**config.mk**
```make
export PLATFORM = sky130hd
export DESIGN_NAME = iobus_target_mux_flat
export DESIGN_NICKNAME = d
export VERILOG_FILES = /design/src/rtl/iobus_target_mux_if.sv /design/src/rtl/iobus_target_mux.sv /design/src/flat_wrapper.sv
export SDC_FILE = /design/constraint.sdc
export NUM_CORES = 1
export LEC_CHECK = 0
export ABC_AREA = 1
export ABC_CLOCK_PERIOD_IN_PS = 6300
export BUFFER_PORTS_ARGS = -buffer_cell sky130_fd_sc_hd__buf_2
export CAP_MARGIN = 20
export CORE_AREA = 2 2 97 99
export CTS_CLUSTER_SIZE = 20
export DETAILED_ROUTE_END_ITERATION = 7
export DIE_AREA = 0 0 99 101
export GPL_TIMING_DRIVEN = 1
export PLACE_DENSITY = 0.85
export SETUP_SLACK_MARGIN = 0.05
export SYNTH_ARGS = -nofsm -noshare
export SYNTH_HDL_FRONTEND = slang
export SYNTH_SLANG_ARGS = --single-unit
export TNS_END_PERCENT = 5
```
**constraint.sdc**
```tcl
create_clock -name clk -period 6.3 [get_ports clk]
set_input_delay 1.26 -clock clk [delete_from_list [all_inputs] [get_ports clk]]
set_output_delay 1.26 -clock clk [all_outputs]
set_load 0.005 [all_outputs]
```
**src/rtl/iobus_target_mux_if.sv**
```systemverilog
// MCS IO bus signal bundle between the bus master, the target mux and its targets.
// slave is the mux view; master is the environment view (MCS plus targets).
interface iobus_target_mux_if #(
  parameter int unsigned NUM_TARGETS = 4
);
  logic                        io_addr_strobe;
  logic [31:0]                 io_address;
  logic [31:0]                 io_read_data;
  logic                        io_ready;
  logic [NUM_TARGETS-1:0]      tgt_addr_strobe;
  logic [32*NUM_TARGETS-1:0]   tgt_read_data;
  logic [NUM_TARGETS-1:0]      tgt_ready;
  logic                        dflt_addr_strobe;
  logic [31:0]                 dflt_read_data;
  logic                        dflt_ready;
  logic                        timeout_flag;
  logic [7:0]                  timeout_count;
  logic                        timeout_clear;

  modport slave (
    input  io_addr_strobe, io_address, tgt_read_data, tgt_ready,
           dflt_read_data, dflt_ready, timeout_clear,
    output io_read_data, io_ready, tgt_addr_strobe, dflt_addr_strobe,
           timeout_flag, timeout_count
  );

  modport master (
    output io_addr_strobe, io_address, tgt_read_data, tgt_ready,
           dflt_read_data, dflt_ready, timeout_clear,
    input  io_read_data, io_ready, tgt_addr_strobe, dflt_addr_strobe,
           timeout_flag, timeout_count
  );
endinterface

```
**src/rtl/iobus_target_mux.sv**
```systemverilog
// MCS IO bus address decoder and response mux with a per-transaction watchdog.
// Strobe fan-out and ready/data return are combinational for zero added latency.
module iobus_target_mux #(
  parameter int unsigned NUM_TARGETS   = 4,
  parameter logic [31:0] BASE_ADDR     = 32'hC000_0000,
  parameter int unsigned REGION_BITS   = 8,
  parameter int unsigned TIMEOUT       = 255,
  parameter logic [31:0] TIMEOUT_VALUE = 32'hdead_beef
) (
  input  logic               clk,
  input  logic               rst,
  iobus_target_mux_if.slave  bus
);

  localparam int unsigned HI_W    = 32 - REGION_BITS;
  localparam int unsigned SEL_W   = $clog2(NUM_TARGETS + 1);
  localparam int unsigned CNT_W   = 16;
  localparam logic [HI_W-1:0]  BASE_HI  = HI_W'(BASE_ADDR >> REGION_BITS);
  localparam logic [SEL_W-1:0] DFLT_SEL = SEL_W'(NUM_TARGETS);
  localparam logic [CNT_W-1:0] LAST_CNT = CNT_W'(TIMEOUT - 1);

  localparam logic [0:0] IDLE = 1'b0;
  localparam logic [0:0] BUSY = 1'b1;

  logic [0:0]             state, state_d;
  logic [SEL_W-1:0]       sel_q, sel_d;
  logic [CNT_W-1:0]       cnt, cnt_d;
  logic                   timeout_flag_q;
  logic [7:0]             timeout_count_q;

  logic [HI_W-1:0]        diff;
  logic                   hit;
  logic [SEL_W-1:0]       dec_sel;
  logic [SEL_W-1:0]       cur_sel;
  logic                   accept;
  logic                   sel_ready;
  logic [31:0]            sel_data;
  logic                   ready;
  logic [31:0]            rdata;
  logic                   timeout_hit;
  logic [NUM_TARGETS-1:0] tgt_strobe;
  logic                   dflt_strobe;
  logic                   unused_addr_low;

  // Region index is the offset of the upper address bits from the base region.
  assign diff    = bus.io_address[31:REGION_BITS] - BASE_HI;
  assign hit     = (diff < HI_W'(NUM_TARGETS));
  assign dec_sel = hit ? SEL_W'(diff) : DFLT_SEL;
  assign unused_addr_low = ^bus.io_address[REGION_BITS-1:0];

  assign accept  = bus.io_addr_strobe && (state == IDLE) && !rst;
  assign cur_sel = (state == IDLE) ? dec_sel : sel_q;

  always_comb begin
    sel_ready = 1'b0;
    sel_data  = '0;
    for (int i = 0; i < NUM_TARGETS; i++) begin
      if (cur_sel == SEL_W'(i)) begin
        sel_ready = bus.tgt_ready[i];
        sel_data  = bus.tgt_read_data[32*i +: 32];
      end
    end
    if (cur_sel == DFLT_SEL) begin
      sel_ready = bus.dflt_ready;
      sel_data  = bus.dflt_read_data;
    end
  end

  always_comb begin
    tgt_strobe  = '0;
    dflt_strobe = 1'b0;
    if (accept) begin
      if (dec_sel == DFLT_SEL) begin
        dflt_strobe = 1'b1;
      end else begin
        for (int i = 0; i < NUM_TARGETS; i++) begin
          if (dec_sel == SEL_W'(i)) tgt_strobe[i] = 1'b1;
        end
      end
    end
  end

  always_comb begin
    state_d     = state;
    sel_d       = sel_q;
    cnt_d       = cnt;
    ready       = 1'b0;
    rdata       = '0;
    timeout_hit = 1'b0;
    case (state)
      IDLE: begin
        if (accept) begin
          if (sel_ready) begin
            ready = 1'b1;
            rdata = sel_data;
          end else begin
            state_d = BUSY;
            sel_d   = dec_sel;
            cnt_d   = CNT_W'(1);
          end
        end
      end
      BUSY: begin
        if (sel_ready) begin
          ready   = 1'b1;
          rdata   = sel_data;
          state_d = IDLE;
        end else if (cnt == LAST_CNT) begin
          ready       = 1'b1;
          rdata       = TIMEOUT_VALUE;
          timeout_hit = 1'b1;
          state_d     = IDLE;
        end else begin
          cnt_d = cnt + CNT_W'(1);
        end
      end
      default: state_d = IDLE;
    endcase
    // An in-flight transaction is dropped silently by reset.
    if (rst) begin
      ready = 1'b0;
      rdata = '0;
    end
  end

  always_ff @(posedge clk) begin
    if (rst) begin
      state           <= IDLE;
      sel_q           <= '0;
      cnt             <= '0;
      timeout_flag_q  <= 1'b0;
      timeout_count_q <= '0;
    end else begin
      state <= state_d;
      sel_q <= sel_d;
      cnt   <= cnt_d;
      if (bus.timeout_clear) begin
        timeout_flag_q  <= 1'b0;
        timeout_count_q <= '0;
      end else if (timeout_hit) begin
        timeout_flag_q <= 1'b1;
        if (timeout_count_q != 8'hFF) timeout_count_q <= timeout_count_q + 8'd1;
      end
    end
  end

  assign bus.io_ready         = ready;
  assign bus.io_read_data     = rdata;
  assign bus.tgt_addr_strobe  = tgt_strobe;
  assign bus.dflt_addr_strobe = dflt_strobe;
  assign bus.timeout_flag     = timeout_flag_q;
  assign bus.timeout_count    = timeout_count_q;

endmodule

```
**src/flat_wrapper.sv**
```systemverilog
// flat-port wrapper written by rule: the top's interface ports become plain ports
module iobus_target_mux_flat 
#(
  parameter int unsigned NUM_TARGETS   = 4,
  parameter logic [31:0] BASE_ADDR     = 32'hC000_0000,
  parameter int unsigned REGION_BITS   = 8,
  parameter int unsigned TIMEOUT       = 255,
  parameter logic [31:0] TIMEOUT_VALUE = 32'hdead_beef
)
  (clk, rst, bus_io_addr_strobe, bus_io_address, bus_tgt_read_data, bus_tgt_ready, bus_dflt_read_data, bus_dflt_ready, bus_timeout_clear, bus_io_read_data, bus_io_ready, bus_tgt_addr_strobe, bus_dflt_addr_strobe, bus_timeout_flag, bus_timeout_count);
  iobus_target_mux_if #(.NUM_TARGETS(NUM_TARGETS)) bus_i ();
  input  logic clk;
  input  logic rst;
  input wire logic [$bits(bus_i.io_addr_strobe)-1:0] bus_io_addr_strobe;
  input wire logic [$bits(bus_i.io_address)-1:0] bus_io_address;
  input wire logic [$bits(bus_i.tgt_read_data)-1:0] bus_tgt_read_data;
  input wire logic [$bits(bus_i.tgt_ready)-1:0] bus_tgt_ready;
  input wire logic [$bits(bus_i.dflt_read_data)-1:0] bus_dflt_read_data;
  input wire logic [$bits(bus_i.dflt_ready)-1:0] bus_dflt_ready;
  input wire logic [$bits(bus_i.timeout_clear)-1:0] bus_timeout_clear;
  output wire logic [$bits(bus_i.io_read_data)-1:0] bus_io_read_data;
  output wire logic [$bits(bus_i.io_ready)-1:0] bus_io_ready;
  output wire logic [$bits(bus_i.tgt_addr_strobe)-1:0] bus_tgt_addr_strobe;
  output wire logic [$bits(bus_i.dflt_addr_strobe)-1:0] bus_dflt_addr_strobe;
  output wire logic [$bits(bus_i.timeout_flag)-1:0] bus_timeout_flag;
  output wire logic [$bits(bus_i.timeout_count)-1:0] bus_timeout_count;
  assign bus_i.io_addr_strobe = bus_io_addr_strobe;
  assign bus_i.io_address = bus_io_address;
  assign bus_i.tgt_read_data = bus_tgt_read_data;
  assign bus_i.tgt_ready = bus_tgt_ready;
  assign bus_i.dflt_read_data = bus_dflt_read_data;
  assign bus_i.dflt_ready = bus_dflt_ready;
  assign bus_i.timeout_clear = bus_timeout_clear;
  assign bus_io_read_data = bus_i.io_read_data;
  assign bus_io_ready = bus_i.io_ready;
  assign bus_tgt_addr_strobe = bus_i.tgt_addr_strobe;
  assign bus_dflt_addr_strobe = bus_i.dflt_addr_strobe;
  assign bus_timeout_flag = bus_i.timeout_flag;
  assign bus_timeout_count = bus_i.timeout_count;
  iobus_target_mux #(.NUM_TARGETS(NUM_TARGETS), .BASE_ADDR(BASE_ADDR), .REGION_BITS(REGION_BITS), .TIMEOUT(TIMEOUT), .TIMEOUT_VALUE(TIMEOUT_VALUE)) u_core (.clk(clk), .rst(rst), .bus(bus_i));
endmodule
```
Word level (Yosys, flattened, before mapping) --
Cells that the tools add are included.
Word-level totals: bits in registers 29, latch bits 0, bits in writable memories 0, bits in read-only memories 0, bits of input ports 201, output and inout bits 47, memories 0
Cells by class: $add $sub $neg 3, multiply operators 0, div/mod/pow operators 0, $lt $le $gt $ge 1, equality and inequality tests 14, shift-type cells 0, muxes and demuxes 44, bitwise gates (word level) 2, reduce and logical (&&, ||, !) cells 9
Operators by type and width (count):
- 32-bit two-way mux | 10
- 16-bit two-way mux | 4
- 32-bit one-hot mux with 2 select lines | 1
- 16-bit one-hot mux with 2 select lines | 1
- 24-bit by 3-bit < comparator with 1-bit output (second input constant) | 1
- 24-bit subtractor (second input constant) | 1
- 1-bit two-way mux | 22
- 16-bit by 1-bit adder with 16-bit output (second input constant) | 1
- 16-bit by 8-bit equality test with 1-bit output (second input constant) | 1
- 3-bit by 2-bit equality test with 1-bit output (second input constant) | 4
- 8-bit by 1-bit adder with 8-bit output (second input constant) | 1
- 4-bit two-way mux | 2
- 8-bit inequality test (second input constant) | 1
- 3-bit by 1-bit equality test with 1-bit output (second input constant) | 2
- 3-bit equality test (second input constant) | 2
- 3-bit zero test | 2
- 3-bit two-way mux | 2
- 2-bit inequality test (second input constant) | 3
- 1-bit one-hot mux with 2 select lines | 2
- 4-bit AND reduction | 1
- 3-bit AND reduction | 1
- 1-bit logical AND | 2
- 2-bit by 1-bit inequality test with 1-bit output (second input constant) | 1
- 1-bit NOT | 2
- 3 further kinds | 3

Longest topological paths before layout --
depth after elaboration 14, mapped depth 19, gate-level depth less buffers 18

Least setup slack after synthesis --
No wires, ideal clock.
kind input port to output port, from in bus_io_address[27], to out bus_io_read_data[10], arrival 3.046 ns, required time 5.040 ns, slack 1.994 ns, stages on the path 18, path buffers 1, path through nor2_1 > nand2_1 > nor2_2 > nand2_2 > nor2_4 > nand3_2 > nand2_4 > nand3_4 > or2_0 > nand2_1 > nand2_2 > nand2_4 > inv_4 > nor2_4 > nor2_4 > o21ai_4 > buf_6 > nor2_2
Between the ends: cells in the longest elaborated chain, start to end 14, elaborated cells between the ends (all ways) 24, those cells by class 1 x add/sub; 1 x order compare; 4 x eq/ne; 17 x mux; 1 x reduce/logical
Ends and longest elaborated chain:
- start, declared | line flat_wrapper.sv:15 | input wire logic [$bits(bus_i.io_address)-1:0] bus_io_address;
- 24-bit subtractor * | line iobus_target_mux.sv:46 | assign diff = bus.io_address[31:REGION_BITS] - BASE_HI;
- 24-bit by 3-bit < comparator with 1-bit output * | line iobus_target_mux.sv:47 | assign hit = (diff < HI_W'(NUM_TARGETS));
- 3-bit two-way mux * | line iobus_target_mux.sv:48 | assign dec_sel = hit ? SEL_W'(diff) : DFLT_SEL;
- 3-bit two-way mux * | line iobus_target_mux.sv:52 | assign cur_sel = (state == IDLE) ? dec_sel : sel_q;
- 3-bit zero test | line iobus_target_mux.sv:58 | if (cur_sel == SEL_W'(i)) begin
- 32-bit two-way mux or 1-bit two-way mux (tied branches) (4 in a row) | line iobus_target_mux.sv:58
- 32-bit two-way mux or 1-bit two-way mux (tied branches) | line iobus_target_mux.sv:63 | if (cur_sel == DFLT_SEL) begin
- 32-bit two-way mux | line iobus_target_mux.sv:93 | if (sel_ready) begin
- 32-bit two-way mux | line iobus_target_mux.sv:92 | if (accept) begin
- 32-bit one-hot mux with 2 select lines * | line iobus_target_mux.sv:90 | case (state)
- 32-bit two-way mux * | line iobus_target_mux.sv:120 | if (rst) begin
- end, declared | line flat_wrapper.sv:21 | output wire logic [$bits(bus_i.io_read_data)-1:0] bus_io_read_data;
Mark *: on every way between the ends. The rest lies on a longest branch, timed or not.

Worst setup path in the final report --
from in bus_io_address[11], to out bus_io_read_data[30]
The elaborated chain is that of the path after synthesis.

==> flow_metrics.env <==
export IMPL_outcome="complete, no violations"
export IMPL_cp_required_ns=5.04
export IMPL_place_congestion=0.915
export IMPL_p_leak_nw=2.28
export IMPL_antenna_found_initial=5
export IMPL_p_per_area_nw_per_um2=104
export IMPL_comb_power_share=0.325
export IMPL_synthMostInstantiatedCell="nor2_1"
export IMPL_nets=1036
export IMPL_final_seq_area_um2=581
export IMPL_yosysUniqueCellTypes=44
export IMPL_cts_setup_buffers=0
export IMPL_die_h_um=101
export IMPL_reg2reg_from="u_core.state"
export IMPL_h_tree_depth=2
export IMPL_syn_to_final_growth_pct=37.2
export IMPL_wirelength_um=13800
export IMPL_placed_cell_area_um2=4750
export IMPL_synth_edf_count=0
export IMPL_ant_nets=0
export IMPL_tns_ns=0
export IMPL_port_buffers=239
export IMPL_async_flop_share=0
export IMPL_grt_overflow_total=0
export IMPL_internal_power_mw=0.347
export IMPL_syn_inst=618
export IMPL_grt_pass1_wl_um=21200
export IMPL_die_area_um2=10000
export IMPL_total_power_mw=0.502
export IMPL_multiInputGateArea_um2=2640
export IMPL_rsz0062_at_grt="no"
export IMPL_fillers=953
export IMPL_grt_use_met2=0.446
export IMPL_num_rows=35
export IMPL_slew_violations=0
export IMPL_max_slew_margin_rel=0.517
export IMPL_clk_latency_ns=0.28
export IMPL_avgSynthCellArea_um2=5.71
export IMPL_start_util=0.393
export IMPL_cts_buffers=5
export IMPL_p_sw_mw=0.155
export IMPL_hold_violations=0
export IMPL_top_usage_layer="met2"
export IMPL_grt_util_met3=0.0583
export IMPL_drt_wirelength_per_cell_um=14.6
export IMPL_drive_above_1_share=0.361
export IMPL_grt_pass1_vias=4429
export IMPL_pin_count=248
export IMPL_ctsHoldBuffers=0
export IMPL_critical_path_class="in2out"
export IMPL_grtUsageMet1=0.316
export IMPL_syn_num_nets=822
export IMPL_synth_common_cells="nor2_1 (127), nand3_1 (113), nand2_1 (89)"
export IMPL_r2r_end="u_core.bus.timeout_count[7]"
export IMPL_yosys_warnings=0
export IMPL_yosys_area_top_type_share=0.164
export IMPL_drt_pass1_iter_count=5
export IMPL_drc=0
export IMPL_fmax_ghz=0.191
export IMPL_path_cells="buf_2 -> nor2_1 -> nand2_1 -> nor2_1 -> nand3_1 -> nor2_1 -> nand2_1 -> nand2_2 -> nor3_4 -> inv_2 -> or2_4 -> nand2_4 -> inv_4 -> nor2_4 -> nor2_4 -> o21ai_4 -> buf_4 -> nor2_2 -> buf_2"
export IMPL_core_um2=8980
export IMPL_pwr_share_seq=0.372
export IMPL_holdWs_ns=0.469
export IMPL_hpwl_um=10600
export IMPL_clkTransAtPathRegs_ns=0.06
export IMPL_grt_max_degree=63
export IMPL_synth_largest_area_cell="dfxtp_1"
export IMPL_synth_area_leaders="dfxtp_1 (16%), nand3_1 (16%), nor2_1 (14%)"
export IMPL_end_kind="output port"
export IMPL_critical_path_top_delay_family="simple AND/OR/NAND/NOR gates"
export IMPL_reg2reg_depth=10
export IMPL_post_cts_resize_count=0
export IMPL_viasPerCell=5.33
export IMPL_period_needed_ns=5.24
export IMPL_cap_viol_max_count=0
export IMPL_first_iter_violations=286
export IMPL_clk_path_buf_depth=2
export IMPL_vias=5048
export IMPL_start_kind="input pin"
export IMPL_hold_path_end="u_core.bus.timeout_flag"
export IMPL_p_clk_frac=0.303
export IMPL_finalSetupViolations=0
export IMPL_fin_crit_sh=0.831
export IMPL_switching_share=0.309
export IMPL_hold_class="reg2reg"
export IMPL_hold_path_depth=2
export IMPL_ys_ff_latch=29
export IMPL_cp_arrival_ns=3.98
export IMPL_hold_start="u_core.bus.timeout_flag"
export IMPL_ys_flop_type="dfxtp_1"
export IMPL_tightest_slew_ns=0.723
export IMPL_clock_skew_ns=0.00645
export IMPL_cts_num_sinks=29
export IMPL_cts_root_buf="clkbuf_8"
export IMPL_synth_seq_area_share=0.164
export IMPL_grt_usage=0.258
export IMPL_crit_slowest_cell="nor3_4"
export IMPL_path_buf_inv=5
export IMPL_cts_tree="yes"
export IMPL_max_vdd_ir_drop_mv=0.130
export IMPL_crit_fanout=25
export IMPL_netlist_area_um2=3530
export IMPL_die_x_um=99
export IMPL_max_stage_delay_ns=0.55
export IMPL_cp_common_cell="nor2_1"
export IMPL_final_area_um2=4840
export IMPL_reg2reg_slack_ns=2.68
==> logic make-up after synthesis <==
family | count (synthesis) | share of synthesized area
adder cells (fa/ha/maj) | 3 | 0.0106
AO/OA/AOI/OAI | 102 | 0.171
buffers and inverters | 73 | 0.0879
flip-flops | 29 | 0.164
AND/OR/NAND/NOR | 395 | 0.527
XOR/XNOR | 16 | 0.0397
==> registers in the layout, indices dropped and copies added, names as in the netlist <==
signal / flops
u_core.cnt: 16
u_core.bus.timeout_count: 8
u_core.sel_q: 3
u_core.bus.timeout_flag: 1
u_core.state: 1
==> cell type report <==
cell class              count  area share
diodes                      4     0.00207
clock buffers               7      0.0178
inverters                  33      0.0269
multi-input cells         516       0.545
flip-flops and latches     29       0.120
well taps                 111      0.0287
repair buffers            247       0.259
==> placed cells by master (no fill, tap or decap), types with 4 or more instances in the layout <==
cell      Yosys  routed
nor2_2       22      23
nand3_1     113     113
a21oi_1      29      29
a31oi_1      26      26
dfxtp_1      29      29
o21ai_0      30      30
inv_1        28      28
o21ai_1       4       4
buf_4         2       8
clkbuf_8      0       6
xnor2_1       5       5
nor3_1        6       6
diode_2       0       4
nand4_1      17      17
nand2_1      89      89
buf_2         6     239
nor2_1      127     126
xor2_1       11      11
==> worst max-delay path by stage <==
stage                                 endpoint  cells past startpoint          startpoint
after floorplan           bus_io_read_data[10]                     18  bus_io_address[27]
after global placement    bus_io_read_data[30]                     19  bus_io_address[10]
after detailed placement  bus_io_read_data[30]                     19  bus_io_address[11]
after CTS                 bus_io_read_data[30]                     20  bus_io_address[27]
after global routing       bus_io_read_data[7]                     20  bus_io_address[29]
final                     bus_io_read_data[30]                     19  bus_io_address[11]
==> worst min-delay path: stages (launching register included) <==
cell	delay, ns
dfxtp_1	0.31
inv_1	0.05
a21oi_1	0.06
==> per-stage QoR <==
step	cells	worst slack, ns	utilization
2_1_floorplan	618	1.99	-
4_1_cts	943	1.05	0.538
5_1_grt	947	0.737	0.540
3_5_place_dp	936	1.07	0.529
3_3_place_gp	936	1.08	0.529
6_report	947	1.06	0.540
==> routing by layer <==
metal | vias up | share of wire | wire [um]
li1 | 2534 | - | -
met1 | 2252 | 0.39 | 5350
met5 | - | 0.00079 | 11
met2 | 227 | 0.49 | 6820
met4 | 2 | 0.026 | 355
met3 | 33 | 0.094 | 1300
==> power by group through the flow <==
| stage | registers (mW) | logic [mW] | clock network, mW |
|---|---|---|---|
| floorplan | 0.189 | 0.0802 | 0 |
| global placement | 0.191 | 0.159 | 0 |
| detailed placement | 0.191 | 0.161 | 0 |
| CTS | 0.187 | 0.162 | 0.154 |
| global route | 0.187 | 0.181 | 0.166 |
| finish | 0.187 | 0.163 | 0.152 |
Note: power is estimated with default switching activity, not from simulation.
